File: config.mk
export PLATFORM = sky130hd
export DESIGN_NAME = special_cmd_sequencer
export DESIGN_NICKNAME = d
export VERILOG_FILES = /design/src/rtl/special_cmd_pkg.sv /design/src/rtl/special_cmd_sequencer_req_edge_latch.sv /design/src/rtl/special_cmd_sequencer.sv
export SDC_FILE = /design/constraint.sdc
export NUM_CORES = 1
export LEC_CHECK = 0
export ABC_AREA = 0
export BUFFER_PORTS_ARGS = -buffer_cell sky130_fd_sc_hd__buf_2
export CORE_MARGIN = 2
export CORE_UTILIZATION = 40
export CTS_BUF_LIST = sky130_fd_sc_hd__clkbuf_16
export DETAILED_ROUTE_END_ITERATION = 12
export PLACE_DENSITY = 0.57
export SYNTH_ARGS = -nofsm -noshare
export SYNTH_HDL_FRONTEND = slang
export SYNTH_SLANG_ARGS = --single-unit
File: constraint.sdc
create_clock -name clk -period 3.4 [get_ports clk]
set_input_delay 0.17 -clock clk [delete_from_list [all_inputs] [get_ports clk]]
set_output_delay 0.17 -clock clk [all_outputs]
set_load 0.02 [all_outputs]
File: src/rtl/special_cmd_pkg.sv
// Shared types and constants for the special-key / OSD command sequencer.
package special_cmd_pkg;

    typedef enum logic [2:0] {
        ST_IDLE        = 3'd0,
        ST_RST_ASSERT  = 3'd1,
        ST_RST_RELEASE = 3'd2,
        ST_HOLD_REQ    = 3'd3,
        ST_HELD        = 3'd4,
        ST_UNHOLD      = 3'd5
    } state_t;

    // Bit positions of the OSD command levels
    localparam int OSD_HOLD   = 0;
    localparam int OSD_BLKSBR = 1;
    localparam int OSD_RESET  = 2;

    // Tick counter width: the counter only ever holds 0 .. max(ticks)-1
    function automatic int tick_cnt_width(input int reset_ticks, input int hold_timeout);
        int m;
        m = (reset_ticks > hold_timeout) ? reset_ticks : hold_timeout;
        return (m < 2) ? 1 : $clog2(m);
    endfunction

endpackage

File: src/rtl/special_cmd_sequencer_req_edge_latch.sv
// Request level register with rising-edge detect and a pending flag.
// The first sample after reset only primes the history, so a level that is
// already high when reset releases does not count as a new request.
module req_edge_latch (
    input  logic clk,
    input  logic reset,
    input  logic req,
    input  logic clr,
    output logic pend
);

    logic req_r;
    logic armed_r;
    logic rise_s;

    assign rise_s = armed_r & req & ~req_r;

    // Track the previous request level and arm edge detection after reset
    always_ff @(posedge clk) begin
        if (reset) begin
            req_r   <= 1'b0;
            armed_r <= 1'b0;
        end else begin
            req_r   <= req;
            armed_r <= 1'b1;
        end
    end

    // Pending flag: a fresh edge wins over an acceptance in the same clk
    always_ff @(posedge clk) begin
        if (reset) begin
            pend <= 1'b0;
        end else if (rise_s) begin
            pend <= 1'b1;
        end else if (clr) begin
            pend <= 1'b0;
        end else begin
            pend <= pend;
        end
    end

endmodule

File: src/rtl/special_cmd_sequencer.sv
// Special-key / OSD command sequencer: BLK+SBR reset with ROM disable,
// plain reset, and bus HOLD toggle, executed one at a time by priority.
// Optional build macro SPECIALKEYS_ROM_RESTORE_EN: a plain reset action
// re-enables the boot ROM on entry to the reset window.
module special_cmd_sequencer
    import special_cmd_pkg::*;
#(
    parameter int RESET_TICKS  = 16,
    parameter int HOLD_TIMEOUT = 1024
) (
    input  logic       clk,
    input  logic       reset,
    input  logic       cpu_ce,
    input  logic       key_blksbr,
    input  logic       key_reset,
    input  logic       key_hold,
    input  logic [7:0] osd_command,
    input  logic       hlda,
    output logic       o_cpu_reset,
    output logic       o_disable_rom,
    output logic       o_hold_req,
    output logic       o_osd,
    output logic       o_busy,
    output logic       o_hold_timeout
);

    localparam int CW = tick_cnt_width(RESET_TICKS, HOLD_TIMEOUT);
    localparam logic [CW-1:0] RST_LAST  = CW'(RESET_TICKS - 1);
    localparam logic [CW-1:0] HOLD_LAST = CW'(HOLD_TIMEOUT - 1);
    localparam logic [CW-1:0] CNT_ONE   = CW'(1);

    state_t        state_r;
    logic [CW-1:0] cnt_r;

    logic req_blksbr_s, req_reset_s, req_hold_s;
    logic pend_blksbr_s, pend_reset_s, pend_hold_s;
    logic clr_blksbr_s, clr_reset_s, clr_hold_s;
    logic accept_s;
    logic unused_osd_s;

    assign req_blksbr_s = key_blksbr | osd_command[OSD_BLKSBR];
    assign req_reset_s  = key_reset  | osd_command[OSD_RESET];
    assign req_hold_s   = key_hold   | osd_command[OSD_HOLD];
    assign unused_osd_s = ^osd_command[7:3];

    req_edge_latch u_blksbr (.clk(clk), .reset(reset), .req(req_blksbr_s), .clr(clr_blksbr_s), .pend(pend_blksbr_s));
    req_edge_latch u_reset  (.clk(clk), .reset(reset), .req(req_reset_s),  .clr(clr_reset_s),  .pend(pend_reset_s));
    req_edge_latch u_hold   (.clk(clk), .reset(reset), .req(req_hold_s),   .clr(clr_hold_s),   .pend(pend_hold_s));

    // Acceptance strobes: mirror the FSM's priority decisions in IDLE/HELD;
    // a hold toggle requested during a reset window is dropped on release
    always_comb begin
        accept_s     = (state_r == ST_IDLE) || (state_r == ST_HELD);
        clr_blksbr_s = accept_s & pend_blksbr_s;
        clr_reset_s  = accept_s & ~pend_blksbr_s & pend_reset_s;
        clr_hold_s   = (accept_s & ~pend_blksbr_s & ~pend_reset_s & pend_hold_s)
                     | (state_r == ST_RST_RELEASE);
    end

    // Main sequencer FSM with registered outputs
    always_ff @(posedge clk) begin
        if (reset) begin
            state_r        <= ST_IDLE;
            cnt_r          <= {CW{1'b0}};
            o_cpu_reset    <= 1'b0;
            o_disable_rom  <= 1'b0;
            o_hold_req     <= 1'b0;
            o_osd          <= 1'b0;
            o_busy         <= 1'b0;
            o_hold_timeout <= 1'b0;
        end else begin
            o_hold_timeout <= 1'b0;
            case (state_r)
                ST_IDLE, ST_HELD: begin
                    if (pend_blksbr_s || pend_reset_s) begin
                        state_r     <= ST_RST_ASSERT;
                        cnt_r       <= {CW{1'b0}};
                        o_cpu_reset <= 1'b1;
                        o_hold_req  <= 1'b0;
                        o_osd       <= 1'b0;
                        o_busy      <= 1'b1;
                        if (pend_blksbr_s) begin
                            o_disable_rom <= 1'b1;
                        end else begin
`ifdef SPECIALKEYS_ROM_RESTORE_EN
                            o_disable_rom <= 1'b0;
`else
                            o_disable_rom <= o_disable_rom;
`endif
                        end
                    end else if (pend_hold_s) begin
                        cnt_r  <= {CW{1'b0}};
                        o_busy <= 1'b1;
                        if (state_r == ST_IDLE) begin
                            state_r    <= ST_HOLD_REQ;
                            o_hold_req <= 1'b1;
                        end else begin
                            state_r    <= ST_UNHOLD;
                            o_hold_req <= 1'b0;
                            o_osd      <= 1'b0;
                        end
                    end else if ((state_r == ST_HELD) && !hlda) begin
                        // CPU released the bus on its own
                        state_r    <= ST_IDLE;
                        o_hold_req <= 1'b0;
                        o_osd      <= 1'b0;
                        o_busy     <= 1'b0;
                    end else begin
                        state_r <= state_r;
                    end
                end
                ST_RST_ASSERT: begin
                    if (cpu_ce) begin
                        if (cnt_r == RST_LAST) begin
                            state_r     <= ST_RST_RELEASE;
                            o_cpu_reset <= 1'b0;
                        end else begin
                            cnt_r <= cnt_r + CNT_ONE;
                        end
                    end else begin
                        cnt_r <= cnt_r;
                    end
                end
                ST_RST_RELEASE: begin
                    state_r <= ST_IDLE;
                    o_busy  <= 1'b0;
                end
                ST_HOLD_REQ: begin
                    if (hlda) begin
                        state_r <= ST_HELD;
                        o_osd   <= 1'b1;
                    end else if (cpu_ce) begin
                        if (cnt_r == HOLD_LAST) begin
                            state_r        <= ST_IDLE;
                            o_hold_req     <= 1'b0;
                            o_hold_timeout <= 1'b1;
                            o_busy         <= 1'b0;
                        end else begin
                            cnt_r <= cnt_r + CNT_ONE;
                        end
                    end else begin
                        cnt_r <= cnt_r;
                    end
                end
                ST_UNHOLD: begin
                    if (!hlda) begin
                        state_r <= ST_IDLE;
                        o_busy  <= 1'b0;
                    end else begin
                        state_r <= ST_UNHOLD;
                    end
                end
                default: begin
                    state_r     <= ST_IDLE;
                    cnt_r       <= {CW{1'b0}};
                    o_cpu_reset <= 1'b0;
                    o_hold_req  <= 1'b0;
                    o_osd       <= 1'b0;
                    o_busy      <= 1'b0;
                end
            endcase
        end
    end

endmodule

==> results.toml, run 1 <==
[global_route]
grt-busiest-layer = "met2"
first_global_vias = 1255
met3_usage_pct = 3.784
groute.layer.met1.usage_pct = 24.02
largest_net_degree_at_the_start_of_global_routing = 23
globalRouteOverflowTotal = 0
groute.layer.met2.usage_pct = 28.76
grt_antenna_before_repair = 0
wire_length_of_the_first_global_routing_pass_mm = 5.733
grt_util_all_layers_pct = 18.04

[yosys]
syn_inst = 173
register_bit_count_reported_by_yosys = 26
yosys_most_used_dff = "sky130_fd_sc_hd__dfxtp_1"
ys_types = 48
synth_largest_area_cell = "sky130_fd_sc_hd__dfxtp_1"
synth_fp_nets = 189
synth-warning-count = 0
synth-seq-area-share_pct = 37.92
postSynthAreaPerCell_um2 = 7.934
synthDominantCellAreaShare_pct = 37.92
syn_area_mm2 = 0.001373
post_synth_main_area_contributors = "sky130_fd_sc_hd__dfxtp_1 38%, sky130_fd_sc_hd__a21oi_1 5.8%, sky130_fd_sc_hd__nand2_1 4.9%, sky130_fd_sc_hd__nand3_1 4.4%, sky130_fd_sc_hd__nor2_1 4.1%"
number_of_synthesized_flops_with_an_enable_pin = 0
synth_async_sr_flop_share_pct = 0

[final_layout]
fillers = 346
post_route_cells_drive_above_1_share_pct = 15.30
areaGrowthSynthToFinish_pct = 12.12
net_count_of_the_finished_layout = 200
final_cell_area_mm2 = 0.001539
diodes = 0

[sta]
grt_setup_unrepaired = "false"
fmaxAchievable_ghz = 0.4381
skew_ns = 0.002446
finalCriticalPeriod_ns = 2.283
tightestPinTransition_ns = 0.6849
finalHoldViolations = 0
finalSetupViolations = 0
portion_of_the_clock_cycle_consumed_by_the_worst_path_in_the_final_layout_pct = 67.14
report.final.slew_viol_count = 0
setup-tns-final_ns = 0
final.setup.worst_slack_ns = 1.117
max_slew_margin_pct = 54.28

[flow_run]
timing.max_cap.violations = 0

[clock_network]
number_of_gates_resized_after_cts = 0
cts_inserted_buffers = 3
max-clock-path-buffers = 2
post_cts_buffers = 0
cts.root.buffer_cell = "sky130_fd_sc_hd__clkbuf_16"
cts_max_level = 1
numClockSinks = 26
clkSlewWorstSetupHoldPaths_ns = 0.06
tritoncts = "built"
insertion_delay_ns = 0.26
post_cts_hold_buffer_count = 0

[outcome]
outcome = "complete, no violations"

[setup_path]
path_max_fanout = 18
timing_worst_setup_path_type = "reg2reg"
critical_path_endpoint_category = "flop"
critPathLaunchType = "flop"
arrival_ns = 2.49
critical_path_data_required_time_ns = 3.61

[die]
core.rowCount = 21
chipHeight_um = 62.58
die_extent_in_x_um = 62.58
initial_utilization_pct = 41.46
floorplan.die_area_mm2 = 0.003916
ios = 21
core_region_area_mm2 = 0.003311

[power_and_ir_drop]
total_power_mw = 0.7028
irDropWorstVdd_v = 0.0002786
power_density_mw_per_mm2 = 456.6
static-leakage-power_nw = 0.5578

[drt]
route.detailed.wl_per_inst_um = 14.43
drt_pre_antenna_iters = 4
final_ant_viol_nets = 0
detailroute.via_count = 1342
detail_route.vias_per_cell = 5.860
detail_route.wirelength_mm = 3.305
detail_route.drc_violations = 0
drtIter0Drc = 106

[placed_design]
dp_slack_ns = 1.135
io_buffer_count = 15
final_gp_congestion = 0.8414
place.detailed.hpwl_mm = 2.283
dpl_cell_area_mm2 = 0.001460

[hold_path]
min_path_type = "in2reg"
[synth_stat cells, drive strengths merged, types with 2 or more instances]
cell and instances:
buf 3, o211ai 2, or3 4, nand4 4
inv 4, and2 2, o311ai 4, a2111oi 2
clkbuf 7, nand3 12, a22oi 2, a21oi 17
o21ai 8, nor2 15, nand2 18, dfxtp 26
a41oi 2, and3 2, or4 7, a211oi 4
nand3b 2, nor3 7, a31oi 2
[layout by cell type (no fill, tap or decap), drive strengths merged, types with 3 or more instances in the layout]
cell type	instances
nor3	7
inv	4
nand4	4
nor2	15
clkbuf	3
o21ai	8
o311ai	4
nand2	18
a21oi	17
buf	16
dfxtp	26
nand3	12
a211oi	4
or3	4
or4	7
[layer usage]
layer	vias to the layer above	routed length, um
li1	676	-
met1	625	1622
met2	37	1506
met3	4	143
met4	0	32
met5	-	0
[per-stage QoR]
step | utilization [%] | hold WS, ns | cells
CTS | 46.49 | 0.1206 | 229
global placement | 44.10 | 0.3851 | 225
finish | 46.49 | 0.1205 | 229
global route | 46.49 | 0.1431 | 229
detailed placement | 44.10 | 0.3899 | 225
floorplan | - | 0.2921 | 173
[sequential cells by signal (all words and copies together) (netlist names)]
name              count
o_disable_rom         1
o_cpu_reset           1
u_reset.req_r         1
o_hold_req            1
u_blksbr.armed_r      1
u_hold.pend           1
cnt_r                10
o_osd                 1
u_hold.req_r          1
o_busy                1
o_hold_timeout        1
u_blksbr.pend         1
u_reset.pend          1
u_blksbr.req_r        1
state_r               3
[area by class of cell]
class | instances | area [um^2] | share of cell area (%)
clock buffers | 3 | 75.07 | 4.878
clock inverters | 1 | 3.754 | 0.2439
inverters | 5 | 18.77 | 1.220
multi-input cells | 132 | 780.7 | 50.73
flip-flops and latches | 26 | 520.5 | 33.82
well taps | 46 | 57.56 | 3.740
repair buffers | 16 | 82.58 | 5.366
[worst max-delay path, stage by stage (launching register included)]
cell                      delay [ns]
sky130_fd_sc_hd__dfxtp_1        0.31
sky130_fd_sc_hd__buf_4          0.20
sky130_fd_sc_hd__and2b_1        0.31
sky130_fd_sc_hd__nand3_1        0.30
sky130_fd_sc_hd__or3_2          0.48
sky130_fd_sc_hd__or4_2          0.54
sky130_fd_sc_hd__nand3_1        0.08
[power by group]
part	total, mW	switching, mW	internal [mW]
Combinational	0.108	0.0684	0.0400
Clock	0.265	0.108	0.158
Sequential	0.329	0.0115	0.318
Total	0.703	0.188	0.515
[path summary, 6_finish.rpt]
check,from,to,slack [ns],cells past startpoint
worst max-delay path,state_r[0]$_SDFFE_PP0P_,cnt_r[5]$_SDFFE_PP0P_,1.12,6
worst max register to register,state_r[0]$_SDFFE_PP0P_,cnt_r[5]$_SDFFE_PP0P_,1.12,6
worst min-delay path,key_hold,u_hold.req_r$_SDFF_PP0_,0.12,3
worst min register to register,o_disable_rom$_SDFFE_PP0P_,o_disable_rom$_SDFFE_PP0P_,0.47,2
[kinds of logic (layout without fill, tap and decap cells)]
kind of cell / after synthesis / after routing / share of synthesized area, %
flops: 26 / 26 / 37.92
buf+inv: 15 / 25 / 5.195
fa+ha+maj: 1 / 1 / 0.9114
simple gates: 80 / 80 / 31.18
mux: 1 / 1 / 0.7293
compound gates: 50 / 50 / 24.07
Note: power is estimated with default switching activity, not from simulation.
==> run 2: changes to the inputs <==
--- a/config.mk
+++ b/config.mk
@@ -11,7 +11,7 @@
 export CORE_UTILIZATION = 40
 export CTS_BUF_LIST = sky130_fd_sc_hd__clkbuf_16
 export DETAILED_ROUTE_END_ITERATION = 12
-export PLACE_DENSITY = 0.57
+export PLACE_DENSITY = 0.59
 export SYNTH_ARGS = -nofsm -noshare
 export SYNTH_HDL_FRONTEND = slang
 export SYNTH_SLANG_ARGS = --single-unit
==> constraint.sdc (replaced) <==
create_clock -name clk -period 1.9 [get_ports clk]
set_input_delay 0.095 -clock clk [delete_from_list [all_inputs] [get_ports clk]]
set_output_delay 0.095 -clock clk [all_outputs]
set_load 0.02 [all_outputs]
==> run 2 against run 1 <==
The flow now finishes with violations (setup timing). Flip-flop and latch count unchanged. Critical path type unchanged. First-iteration DRC count up 51%. Critical path depth fell by 1. Core utilization rose by 5.8 points.
==> results.toml, run 2 (synthesis results as in run 1) <==
[setup_path]
ff2ff_path_depth = 5
arrival_ns = 2.15
path_max_fanout = 6
critical_path_endpoint_category = "flop"
setup_slack_of_the_worst_register_to_register_path_ns = -0.07
timing_worst_setup_path_type = "reg2reg"
critical_path_data_required_time_ns = 2.08
worstReg2RegStart = "cnt_r[4]$_SDFFE_PP0P_"
r2r_end = "cnt_r[3]$_SDFFE_PP0P_"
critPathLaunchType = "flop"

[hold_path]
min_path_type = "in2reg"
holdPathEnd = "u_hold.req_r$_SDFF_PP0_"
min_delay_path_depth = 3
worst_hold_startpoint = "key_hold"

[clock_network]
clkSlewWorstSetupHoldPaths_ns = 0.07
tritoncts = "built"
numClockSinks = 26
cts_max_level = 1
cts_inserted_buffers = 3
insertion_delay_ns = 0.26
cts.root.buffer_cell = "sky130_fd_sc_hd__clkbuf_16"
post_cts_hold_buffer_count = 0
max-clock-path-buffers = 2

[placed_design]
place.detailed.hpwl_mm = 2.521
io_buffer_count = 15
final_gp_congestion = 0.8194
dpl_cell_area_mm2 = 0.001578
dp_slack_ns = -0.1212

[power_and_ir_drop]
total_power_mw = 1.425
static-leakage-power_nw = 0.6574
power_density_mw_per_mm2 = 823.2
irDropWorstVdd_v = 0.0004136

[die]
core_region_area_mm2 = 0.003311
initial_utilization_pct = 41.46
ios = 21
core.rowCount = 21
floorplan.die_area_mm2 = 0.003916
chipHeight_um = 62.58
die_extent_in_x_um = 62.58

[sta]
final.setup.worst_slack_ns = -0.06750
max_slew_margin_pct = 70.20
setup-tns-final_ns = -0.1862
report.final.slew_viol_count = 0
finalSetupViolations = 6
grt_setup_unrepaired = "true"
fmaxAchievable_ghz = 0.5083
finalHoldViolations = 0
finalCriticalPeriod_ns = 1.968
tightestPinTransition_ns = 0.4454
skew_ns = 0.002824
portion_of_the_clock_cycle_consumed_by_the_worst_path_in_the_final_layout_pct = 103.6

[final_layout]
diodes = 0
largest_registers = "cnt_r (10), state_r (3)"
net_count_of_the_finished_layout = 216
largest_register_ffs = 10
largest-register = "cnt_r"
mostFrequentLayoutCells = "26 x sky130_fd_sc_hd__dfxtp_1, 18 x sky130_fd_sc_hd__nand2_1, 16 x sky130_fd_sc_hd__a21oi_1, 16 x sky130_fd_sc_hd__buf_4"
layout.core_utilization_pct = 52.31
post_route_cells_drive_above_1_share_pct = 24.62
final_cell_area_mm2 = 0.001732
fillers = 322
layout.cells.most_common = "sky130_fd_sc_hd__dfxtp_1"
areaGrowthSynthToFinish_pct = 26.16

[drt]
route.detailed.wl_per_inst_um = 14.70
final_ant_viol_nets = 0
drtIter0Drc = 160
detailroute.via_count = 1447
detail_route.wirelength_mm = 3.602
drt_pre_antenna_iters = 4
detail_route.drc_violations = 0
detail_route.vias_per_cell = 5.906

[global_route]
grt_util_all_layers_pct = 18.85
first_global_vias = 1269
largest_net_degree_at_the_start_of_global_routing = 19
globalRouteOverflowTotal = 0
grt_antenna_before_repair = 0
wire_length_of_the_first_global_routing_pass_mm = 5.920

[outcome]
violations_in_the_final_reports = "setup timing"
outcome = "complete, but fails checks"

[flow_run]
timing.max_cap.violations = 0
-- run 2: changes by cell type in the layout (fill, tap and decap cells not counted), moves of 2 or more --
cell | before | now
sky130_fd_sc_hd__o311ai_1 | 0 | 2
sky130_fd_sc_hd__buf_4 | 1 | 16
sky130_fd_sc_hd__a21oi_4 | 0 | 2
sky130_fd_sc_hd__o311ai_0 | 4 | 2
-- run 2: worst max-delay path by stage --
stage	from	end	slack, ns	cells past startpoint
after floorplan	cnt_r[4]$_SDFFE_PP0P_	cnt_r[3]$_SDFFE_PP0P_	-0.004	6
after global placement	cnt_r[4]$_SDFFE_PP0P_	cnt_r[3]$_SDFFE_PP0P_	-0.05	5
after detailed placement	cnt_r[4]$_SDFFE_PP0P_	cnt_r[3]$_SDFFE_PP0P_	-0.12	5
after CTS	cnt_r[4]$_SDFFE_PP0P_	cnt_r[3]$_SDFFE_PP0P_	-0.08	5
after global routing	cnt_r[4]$_SDFFE_PP0P_	cnt_r[3]$_SDFFE_PP0P_	-0.15	5
final	cnt_r[4]$_SDFFE_PP0P_	cnt_r[3]$_SDFFE_PP0P_	-0.07	5
-- run 2: what timing repair did --
item,CTS,global route
setup endpoints to repair,8,10
gates cloned,1,0
hold endpoints to repair,0,0
buffers inserted,0,1
pin swaps,1,3
resized for setup,0,8
-- run 2: per-stage QoR --
stage | hold slack (ns) | instances
floorplan | 0.2171 | 173
global placement | 0.3170 | 239
detailed placement | 0.3418 | 239
CTS | 0.06886 | 244
global route | 0.1012 | 245
finish | 0.05962 | 245
-- run 2: report_power, final --
group / total [mW] / internal (mW) / switching [mW] / leakage [nW]
Combinational: 0.220 / 0.0840 / 0.136 / 0.394
Clock: 0.622 / 0.420 / 0.202 / 0.0511
Sequential: 0.583 / 0.568 / 0.0154 / 0.212
-- run 2: layout make-up --
type	instances	area (um^2)	share of cell area, %
Clock buffer	3	75.07	4.335
Clock inverter	1	30.03	1.734
Sequential cell	26	520.5	30.06
Tap cell	46	57.56	3.324
Inverter	5	18.77	1.084
Timing Repair Buffer	31	195.2	11.27
Multi-Input combinational cell	133	834.6	48.19
-- run 2: worst max-delay path, cell delays in order, from the launching register on --
cell and delay, ns:
sky130_fd_sc_hd__dfxtp_1 0.31, sky130_fd_sc_hd__or4_4 0.53, sky130_fd_sc_hd__or4_4 0.48, sky130_fd_sc_hd__a21oi_4 0.22
sky130_fd_sc_hd__o21ai_1 0.11, sky130_fd_sc_hd__a211oi_1 0.23
-- run 2: layer usage --
metal,wire (um),track usage [%],part of all wire [%]
met4,72,9.722,2.0
met3,201,1.622,5.6
met5,0,0,0
met1,1693,25.96,47
met2,1636,29.44,45
